===== src/rtl/pe_drain_pkg.sv =====
// pe_drain_pkg: shared types and helpers for the PE-array drain controller.
//   drain_state_e : controller FSM states
//   num_pairs()   : number of column pairs (P) for a given column count
//   pe_idx()      : flat PE index from (row, column)
package pe_drain_pkg;

    typedef enum logic [1:0] {
        IDLE  = 2'd0,
        DRAIN = 2'd1,
        FLUSH = 2'd2
    } drain_state_e;

    function automatic int unsigned num_pairs(input int unsigned num_pe_col);
        return num_pe_col / 2;
    endfunction

    function automatic int unsigned pe_idx(input int unsigned r, input int unsigned c,
                                           input int unsigned num_pe_col);
        return c + r * num_pe_col;
    endfunction

endpackage


===== src/rtl/pe_array_drain_ctrl_if.sv =====
// pe_array_drain_ctrl_if: valid/ready result stream from the drain controller to the
// output buffer.
//   out_valid : beat valid (master -> slave)
//   out_ready : output buffer ready (slave -> master)
//   out_data  : per row {odd, even}, row 0 in the LSBs (master -> slave)
interface pe_array_drain_ctrl_if #(
    parameter int unsigned NUM_PE_ROW   = 1,
    parameter int unsigned OUTPUT_WIDTH = 24
);
    logic                                  out_valid;
    logic                                  out_ready;
    logic [NUM_PE_ROW*2*OUTPUT_WIDTH-1:0]  out_data;

    modport master (output out_valid, output out_data, input out_ready);
    modport slave  (input out_valid, input out_data, output out_ready);
endinterface


===== src/rtl/pe_drain_token_pipe.sv =====
// pe_drain_token_pipe: P-deep token shift register tracking in-flight chain words.
//   clk, rst_n : clock, synchronous active-low reset
//   en         : shift enable (low freezes every token)
//   ins_vld    : a new word is issued this cycle
//   ins_pos    : pair index of the issue; the token enters at that stage
//   tok        : token bits, tok[P-1] marks a word at the rightmost column
module pe_drain_token_pipe #(
    parameter int unsigned P  = 1,
    parameter int unsigned KW = (P > 1) ? $clog2(P) : 1
) (
    input  logic          clk,
    input  logic          rst_n,
    input  logic          en,
    input  logic          ins_vld,
    input  logic [KW-1:0] ins_pos,
    output logic [P-1:0]  tok
);

    logic [P-1:0] tok_q, tok_d;

    always_comb begin
        tok_d = tok_q;
        if (en) begin
            tok_d[0] = ins_vld && (ins_pos == '0);
            for (int j = 1; j < P; j++) begin
                // The issue slot never collides with a shifting token.
                tok_d[j] = tok_q[j-1] | (ins_vld && (ins_pos == KW'(j)));
            end
        end
    end

    always_ff @(posedge clk) begin
        if (!rst_n) begin
            tok_q <= '0;
        end else begin
            tok_q <= tok_d;
        end
    end

    assign tok = tok_q;

endmodule


===== src/rtl/pe_array_drain_ctrl.sv =====
// pe_array_drain_ctrl: sequences readout of the PE accumulator FIFOs through the two-lane
// out_to_right chain and presents rightmost-column results on a valid/ready stream.
// Ports:
//   clk, rst_n            : clock, synchronous active-low reset
//   start, n_entries      : begin a drain of n_entries words per ACCFIFO
//   busy, done            : drain in progress / 1-cycle completion pulse
//   underflow_err         : sticky; an issued PE had an empty ACCFIFO
//   pe_ctrl_*             : per-PE pop, output mux select and output register enable
//   pe_ctrl_ACCFIFO_empty : per-PE FIFO empty flags
//   out_fr_rightest_PE_*  : chain outputs at the two rightmost columns
//   out_if                : result stream (master)
//   stall_cycles          : only with PE_DRAIN_STALL_CNT_EN defined; cycles busy with a
//                           beat held by backpressure, saturating
module pe_array_drain_ctrl
    import pe_drain_pkg::*;
#(
    parameter int unsigned NUM_PE_ROW   = 1,
    parameter int unsigned NUM_PE_COL   = 2,
    parameter int unsigned TOTAL_NUM_PE = NUM_PE_ROW * NUM_PE_COL,
    parameter int unsigned OUTPUT_WIDTH = 24,
    parameter int unsigned CNT_W        = 6
) (
    input  logic                               clk,
    input  logic                               rst_n,
    input  logic                               start,
    input  logic [CNT_W-1:0]                   n_entries,
    output logic                               busy,
    output logic                               done,
    output logic                               underflow_err,
    output logic [TOTAL_NUM_PE-1:0]            pe_ctrl_ACCFIFO_read_to_outbuffer,
    output logic [TOTAL_NUM_PE-1:0]            pe_ctrl_out_mux_sel_PE,
    output logic [TOTAL_NUM_PE-1:0]            pe_ctrl_out_to_right_pe_en,
    input  logic [TOTAL_NUM_PE-1:0]            pe_ctrl_ACCFIFO_empty,
    input  logic [NUM_PE_ROW*OUTPUT_WIDTH-1:0] out_fr_rightest_PE_even_col,
    input  logic [NUM_PE_ROW*OUTPUT_WIDTH-1:0] out_fr_rightest_PE_odd_col,
`ifdef PE_DRAIN_STALL_CNT_EN
    output logic [15:0]                        stall_cycles,
`endif
    pe_array_drain_ctrl_if.master              out_if
);

    localparam int unsigned P  = num_pairs(NUM_PE_COL);
    localparam int unsigned KW = (P > 1) ? $clog2(P) : 1;
    localparam int unsigned W  = OUTPUT_WIDTH;

    drain_state_e      state_q, state_d;
    logic [KW-1:0]     k_q, k_d;
    logic [CNT_W-1:0]  cnt_q, cnt_d;
    logic [CNT_W-1:0]  n_q, n_d;
    logic              done_q, done_d;
    logic              uflow_q, uflow_d;

    logic                    en;
    logic                    issue;
    logic                    start_acc;
    logic [TOTAL_NUM_PE-1:0] issue_mask;
    logic [P-1:0]            tok;

    // Any held beat freezes the whole chain so nothing is overwritten.
    assign out_if.out_valid = tok[P-1];
    assign en        = !(out_if.out_valid && !out_if.out_ready);
    assign issue     = (state_q == DRAIN) && en;
    assign start_acc = (state_q == IDLE) && start;

    always_comb begin
        issue_mask = '0;
        for (int r = 0; r < NUM_PE_ROW; r++) begin
            for (int c = 0; c < NUM_PE_COL; c++) begin
                issue_mask[pe_idx(r, c, NUM_PE_COL)] = issue && (k_q == KW'(c / 2));
            end
        end
    end

    assign pe_ctrl_ACCFIFO_read_to_outbuffer = issue_mask;
    assign pe_ctrl_out_mux_sel_PE            = issue_mask;
    // The chain keeps shifting through FLUSH so late words reach the right edge.
    assign pe_ctrl_out_to_right_pe_en        = {TOTAL_NUM_PE{en && (state_q != IDLE)}};

    always_comb begin
        out_if.out_data = '0;
        for (int r = 0; r < NUM_PE_ROW; r++) begin
            out_if.out_data[r*2*W +: W]     = out_fr_rightest_PE_even_col[r*W +: W];
            out_if.out_data[r*2*W + W +: W] = out_fr_rightest_PE_odd_col[r*W +: W];
        end
    end

    pe_drain_token_pipe #(
        .P  (P),
        .KW (KW)
    ) u_token_pipe (
        .clk     (clk),
        .rst_n   (rst_n),
        .en      (en),
        .ins_vld (issue),
        .ins_pos (k_q),
        .tok     (tok)
    );

    always_comb begin
        state_d = state_q;
        k_d     = k_q;
        cnt_d   = cnt_q;
        n_d     = n_q;
        done_d  = 1'b0;
        uflow_d = uflow_q;
        unique case (state_q)
            IDLE: begin
                if (start) begin
                    n_d     = n_entries;
                    k_d     = KW'(P - 1);
                    cnt_d   = '0;
                    uflow_d = 1'b0;
                    state_d = (n_entries == '0) ? FLUSH : DRAIN;
                end
            end
            DRAIN: begin
                if (en) begin
                    cnt_d = cnt_q + 1'b1;
                    if (|(issue_mask & pe_ctrl_ACCFIFO_empty)) begin
                        uflow_d = 1'b1;
                    end
                    if (cnt_q == n_q - 1'b1) begin
                        if (k_q == '0) begin
                            state_d = FLUSH;
                        end else begin
                            k_d   = k_q - 1'b1;
                            cnt_d = '0;
                        end
                    end
                end
            end
            FLUSH: begin
                if (tok == '0) begin
                    done_d  = 1'b1;
                    state_d = IDLE;
                end
            end
            default: state_d = IDLE;
        endcase
    end

    always_ff @(posedge clk) begin
        if (!rst_n) begin
            state_q <= IDLE;
            k_q     <= '0;
            cnt_q   <= '0;
            n_q     <= '0;
            done_q  <= 1'b0;
            uflow_q <= 1'b0;
        end else begin
            state_q <= state_d;
            k_q     <= k_d;
            cnt_q   <= cnt_d;
            n_q     <= n_d;
            done_q  <= done_d;
            uflow_q <= uflow_d;
        end
    end

    assign busy          = (state_q != IDLE);
    assign done          = done_q;
    assign underflow_err = uflow_q;

`ifdef PE_DRAIN_STALL_CNT_EN
    logic [15:0] stall_q, stall_d;

    always_comb begin
        stall_d = stall_q;
        if (start_acc) begin
            stall_d = '0;
        end else if (busy && out_if.out_valid && !out_if.out_ready && (stall_q != 16'hFFFF)) begin
            stall_d = stall_q + 16'd1;
        end
    end

    always_ff @(posedge clk) begin
        if (!rst_n) begin
            stall_q <= '0;
        end else begin
            stall_q <= stall_d;
        end
    end

    assign stall_cycles = stall_q;
`else
    logic unused_start_acc;
    assign unused_start_acc = start_acc;
`endif

endmodule


===== src/flat_wrapper.sv =====
// flat-port wrapper written by rule: the top's interface ports become plain ports
module pe_array_drain_ctrl_flat import pe_drain_pkg::*;
#(
    parameter int unsigned NUM_PE_ROW   = 1,
    parameter int unsigned NUM_PE_COL   = 2,
    parameter int unsigned TOTAL_NUM_PE = NUM_PE_ROW * NUM_PE_COL,
    parameter int unsigned OUTPUT_WIDTH = 24,
    parameter int unsigned CNT_W        = 6
)
  (clk, rst_n, start, n_entries, busy, done, underflow_err, pe_ctrl_ACCFIFO_read_to_outbuffer, pe_ctrl_out_mux_sel_PE, pe_ctrl_out_to_right_pe_en, pe_ctrl_ACCFIFO_empty, out_fr_rightest_PE_even_col, out_fr_rightest_PE_odd_col, out_if_out_valid, out_if_out_data, out_if_out_ready);
  pe_array_drain_ctrl_if #(.NUM_PE_ROW(NUM_PE_ROW), .OUTPUT_WIDTH(OUTPUT_WIDTH)) out_if_i ();
  input  logic clk;
  input  logic rst_n;
  input  logic start;
  input  logic [CNT_W-1:0] n_entries;
  output logic busy;
  output logic done;
  output logic underflow_err;
  output logic [TOTAL_NUM_PE-1:0] pe_ctrl_ACCFIFO_read_to_outbuffer;
  output logic [TOTAL_NUM_PE-1:0] pe_ctrl_out_mux_sel_PE;
  output logic [TOTAL_NUM_PE-1:0] pe_ctrl_out_to_right_pe_en;
  input  logic [TOTAL_NUM_PE-1:0] pe_ctrl_ACCFIFO_empty;
  input  logic [NUM_PE_ROW*OUTPUT_WIDTH-1:0] out_fr_rightest_PE_even_col;
  input  logic [NUM_PE_ROW*OUTPUT_WIDTH-1:0] out_fr_rightest_PE_odd_col;
  output wire logic [$bits(out_if_i.out_valid)-1:0] out_if_out_valid;
  output wire logic [$bits(out_if_i.out_data)-1:0] out_if_out_data;
  input wire logic [$bits(out_if_i.out_ready)-1:0] out_if_out_ready;
  assign out_if_out_valid = out_if_i.out_valid;
  assign out_if_out_data = out_if_i.out_data;
  assign out_if_i.out_ready = out_if_out_ready;
  pe_array_drain_ctrl #(.NUM_PE_ROW(NUM_PE_ROW), .NUM_PE_COL(NUM_PE_COL), .TOTAL_NUM_PE(TOTAL_NUM_PE), .OUTPUT_WIDTH(OUTPUT_WIDTH), .CNT_W(CNT_W)) u_core (.clk(clk), .rst_n(rst_n), .start(start), .n_entries(n_entries), .busy(busy), .done(done), .underflow_err(underflow_err), .pe_ctrl_ACCFIFO_read_to_outbuffer(pe_ctrl_ACCFIFO_read_to_outbuffer), .pe_ctrl_out_mux_sel_PE(pe_ctrl_out_mux_sel_PE), .pe_ctrl_out_to_right_pe_en(pe_ctrl_out_to_right_pe_en), .pe_ctrl_ACCFIFO_empty(pe_ctrl_ACCFIFO_empty), .out_fr_rightest_PE_even_col(out_fr_rightest_PE_even_col), .out_fr_rightest_PE_odd_col(out_fr_rightest_PE_odd_col), .out_if(out_if_i));
endmodule

===== config.mk =====
export PLATFORM = sky130hd
export DESIGN_NAME = pe_array_drain_ctrl_flat
export DESIGN_NICKNAME = d
export VERILOG_FILES = /design/src/rtl/pe_drain_pkg.sv /design/src/rtl/pe_array_drain_ctrl_if.sv /design/src/rtl/pe_drain_token_pipe.sv /design/src/rtl/pe_array_drain_ctrl.sv /design/src/flat_wrapper.sv
export SDC_FILE = /design/constraint.sdc
export NUM_CORES = 1
export LEC_CHECK = 0
export ABC_CLOCK_PERIOD_IN_PS = 2000
export CAP_MARGIN = 20
export CORE_UTILIZATION = 31
export DETAILED_ROUTE_END_ITERATION = 8
export GPL_ROUTABILITY_DRIVEN = 0
export GPL_TIMING_DRIVEN = 0
export PLACE_DENSITY = 0.81
export SLEW_MARGIN = 20
export SYNTH_ARGS = -nofsm -noshare
export SYNTH_HDL_FRONTEND = slang
export SYNTH_HIERARCHICAL = 1
export SYNTH_SLANG_ARGS = --single-unit

===== constraint.sdc =====
create_clock -name clk -period 2 [get_ports clk]
set_clock_uncertainty 0.05 [all_clocks]
set_input_delay 0.2 -clock clk [delete_from_list [all_inputs] [get_ports clk]]
set_output_delay 0.2 -clock clk [all_outputs]
set_load 0.01 [all_outputs]

==> flow_summary_export.csv <==
group,metric,value,unit
status,status,"complete, no violations",
synth,yosysUniqueCellTypes,34,
final_layout,layout-drive-gt1-share,27.8,%
setup_path,worstSetupEndpointType,"flip-flop",
global_route,antenna_found_initial,0,
placement,dp.cells,289,
clocking,clk_pin_slew,0.08,ns
timing,setup_viol,0,
final_layout,fin_cells,295,
synth,yosysSeqAreaShare,26.1,%
global_route,overflow,0,
floorplan,core,4030,um2
final_layout,fillers,368,
route,drcViolationCount,0,
synth,ys_top_cells_by_area,"buf_4 (31%), dfxtp_1 (26%), xor2_1 (6.1%)",
clocking,clk_latency,0.26,ns
timing,post-route-period-util,95.9,%
synth,synth_ff_type,"dfxtp_1",
synth,ys_ff_latch,17,
synth,synth_top_area_share,30.5,%
global_route,grt_pass1_wl,4660,um
clocking,cts_max_level,1,
min_path,hp-class,"reg2reg",
pwr,p_leak,0.970,nW
placement,io_buffers,69,
clocking,numCtsBuffers,3,
timing,hold_viol_final,0,
pwr,finalPower,1.24,mW
global_route,grt_max_degree,12,
synth,async_flop_share,0,%
synth,synth_common_cells,"buf_4 (53), nand2_1 (20), dfxtp_1 (17)",
floorplan,dieWidth,66.8,um
pwr,ir_worst_vdd,0.403,mV
global_route,gr-usage-all-layers,13.7,%
clocking,cts_root_buf,"clkbuf_8",
route,drt_wl_total,3060,um
route,vias,1331,
setup_path,crit_path_cell_trace,"inv_1 -> ha_1 -> nand2b_1 -> and3_1 -> o31a_1 -> o41ai_1 -> a221oi_1",
synth,syn_area,1300,um2
timing,setup_tns,0,ns
synth,avgSynthCellArea,7.66,um2
global_route,grt_pass1_vias,1108,
synth,ys_warn_count,6,
setup_path,crit_fanout,5,
final_layout,syn_to_final_growth,65.4,%
synth,yosysTopAreaCell,"buf_4",
clocking,cts_tree,"built",
setup_path,cpMaxStageDelayCell,"dfxtp_4",
route,ant_nets,0,
setup_path,cpPeakStageDelay,0.38,ns
setup_path,worstPathArrival,2.00,ns
setup_path,worst-setup-path-type,"reg2reg",
global_route,grtUsageMet2,24.2,%
floorplan,die-area,4460,um2
global_route,grt_use_met3,5.48,%
pwr,p_seq_share,32.3,%
pwr,p_comb_share,45.8,%
global_route,grt-busiest-layer,"met2",
pwr,power.switching,0.393,mW
setup_path,required,2.08,ns
timing,final_max_slew_viol_count,0,
setup_path,start_kind,"flip-flop",
final_layout,diodes,0,
placement,dpl.hpwl,2380,um
global_route,grt_use_met1,14.6,%
synth,synthCells,170,
pwr,power.internal,0.850,mW
synth,synth_most_common_cell,"buf_4",
timing,fmax,0.521,GHz
route,drt_pass1_iterations,4,
route,routedWlPerCell,10.4,um
job,drv_cap,0,
timing,timing.final.crit_period,1.92,ns
route,viasPerCell,4.51,
floorplan,die_h,66.8,um
clocking,clock_sinks,17,
floorplan,ioPinCount,118,
clocking,cts_buffer_depth,2,
synth,synth_edf_count,0,
pwr,power_density,577,nW/um2
pwr,switching_share,31.6,%
synth,syn_nets,232,
final_layout,num-nets-final,308,
floorplan,rows,23,
floorplan,initial_utilization,32.3,%
route,first_iter_violations,27,
final_layout,fin_util,53.5,%
pwr,clock_power_share,21.8,%
## registers in the layout, summed over array words and instances, names as in the netlist
| signal | cells |
|---|---|
| u_core/n_q | 6 |
| u_core/done | 1 |
| u_core/state_q | 2 |
| u_core/u_token_pipe/tok | 1 |
| u_core/underflow_err | 1 |
| u_core/cnt_q | 6 |
## metal layers
metal  share of wire, %  wire length, um
met1                 38             1170
met2                 51             1570
met3                9.0              275
met4                1.3               39
met5                  0                0
## critical path, delay by kind of cell (launching register included)
family | cells | cell delay [ns]
buffers and inverters | 1 | 0.04
AND/OR/NAND/NOR | 2 | 0.34
AO/OA/AOI/OAI | 3 | 0.76
flip-flops | 1 | 0.38
adder cells (fa/ha/maj) | 1 | 0.23
## kinds of logic after synthesis
logic type	count (synthesis)	synth area share, %
AO/OA/AOI/OAI	20	9.99
XOR/XNOR	12	8.07
adder cells (fa/ha/maj)	2	1.92
buffers and inverters	63	33.5
flip-flops	17	26.1
other	1	0.288
AND/OR/NAND/NOR	55	20.1
## through the flow
stage / cell area, um2 / setup WS [ns] / hold WS, ns
global placement: 2060 / -0.434 / 0.412
detailed placement: 2060 / -0.490 / 0.416
floorplan: 1300 / 0.196 / 0.286
finish: 2150 / 0.0823 / 0.426
global route: 2150 / -0.000469 / 0.437
CTS: 2130 / 0.00235 / 0.427
## power by group through the flow
stage	Combinational, mW	Clock (mW)	Sequential [mW]
4_1_cts	0.560	0.271	0.399
5_1_grt	0.616	0.291	0.407
3_3_place_gp	0.541	0	0.398
2_1_floorplan	0.317	0	0.396
6_report	0.570	0.271	0.402
3_5_place_dp	0.550	0	0.398
## final cells by class
cell class	count	area [um2]	area share (%)
Clock buffer	3	41.3	1.92
Inverter	7	26.3	1.22
Timing Repair Buffer	72	716	33.2
Sequential cell	17	347	16.1
Clock inverter	1	7.51	0.348
Buffer	55	413	19.2
Multi-Input combinational cell	90	542	25.1
Tap cell	50	62.6	2.90
## path summary, 6_finish.rpt
kind | slack, ns | start | cells past startpoint | endpoint
worst min register to register | 0.43 | u_core/n_q[5] | 2 | u_core/n_q[5]
worst min-delay path | 0.43 | u_core/n_q[5] | 2 | u_core/n_q[5]
worst max register to register | 0.08 | u_core/n_q[0] | 7 | u_core/state_q[0]
worst max-delay path | 0.08 | u_core/n_q[0] | 7 | u_core/state_q[0]
## what timing repair did
item / 4_1_cts / 5_1_grt
pin swaps: 1 / 1
setup endpoints to repair: 5 / 5
hold buffers: 0 / 0
setup buffers: 2 / 1
gates resized for setup: 7 / 9
## layout by cell type, fill, tap and decap left out, types with 2 or more instances in the layout
cell type and instances:
o21ai_0 3, clkdlybuf4s50_1 65, dlymetal6s2s_1 2, xor2_1 9, nor2b_1 2, nand3_1 2, buf_4 56, nor4_1 2
nor2_1 12, inv_1 6, clkbuf_8 3, and3_1 2, a21oi_1 9, nor3_1 2, dlygate4sd2_1 2, nand3b_1 2
nand2b_1 2, ha_1 2, dfxtp_2 2, dfxtp_1 14, nand4_1 3, nand2_1 20, xnor2_1 3
Power figures use the tool's default switching activity.
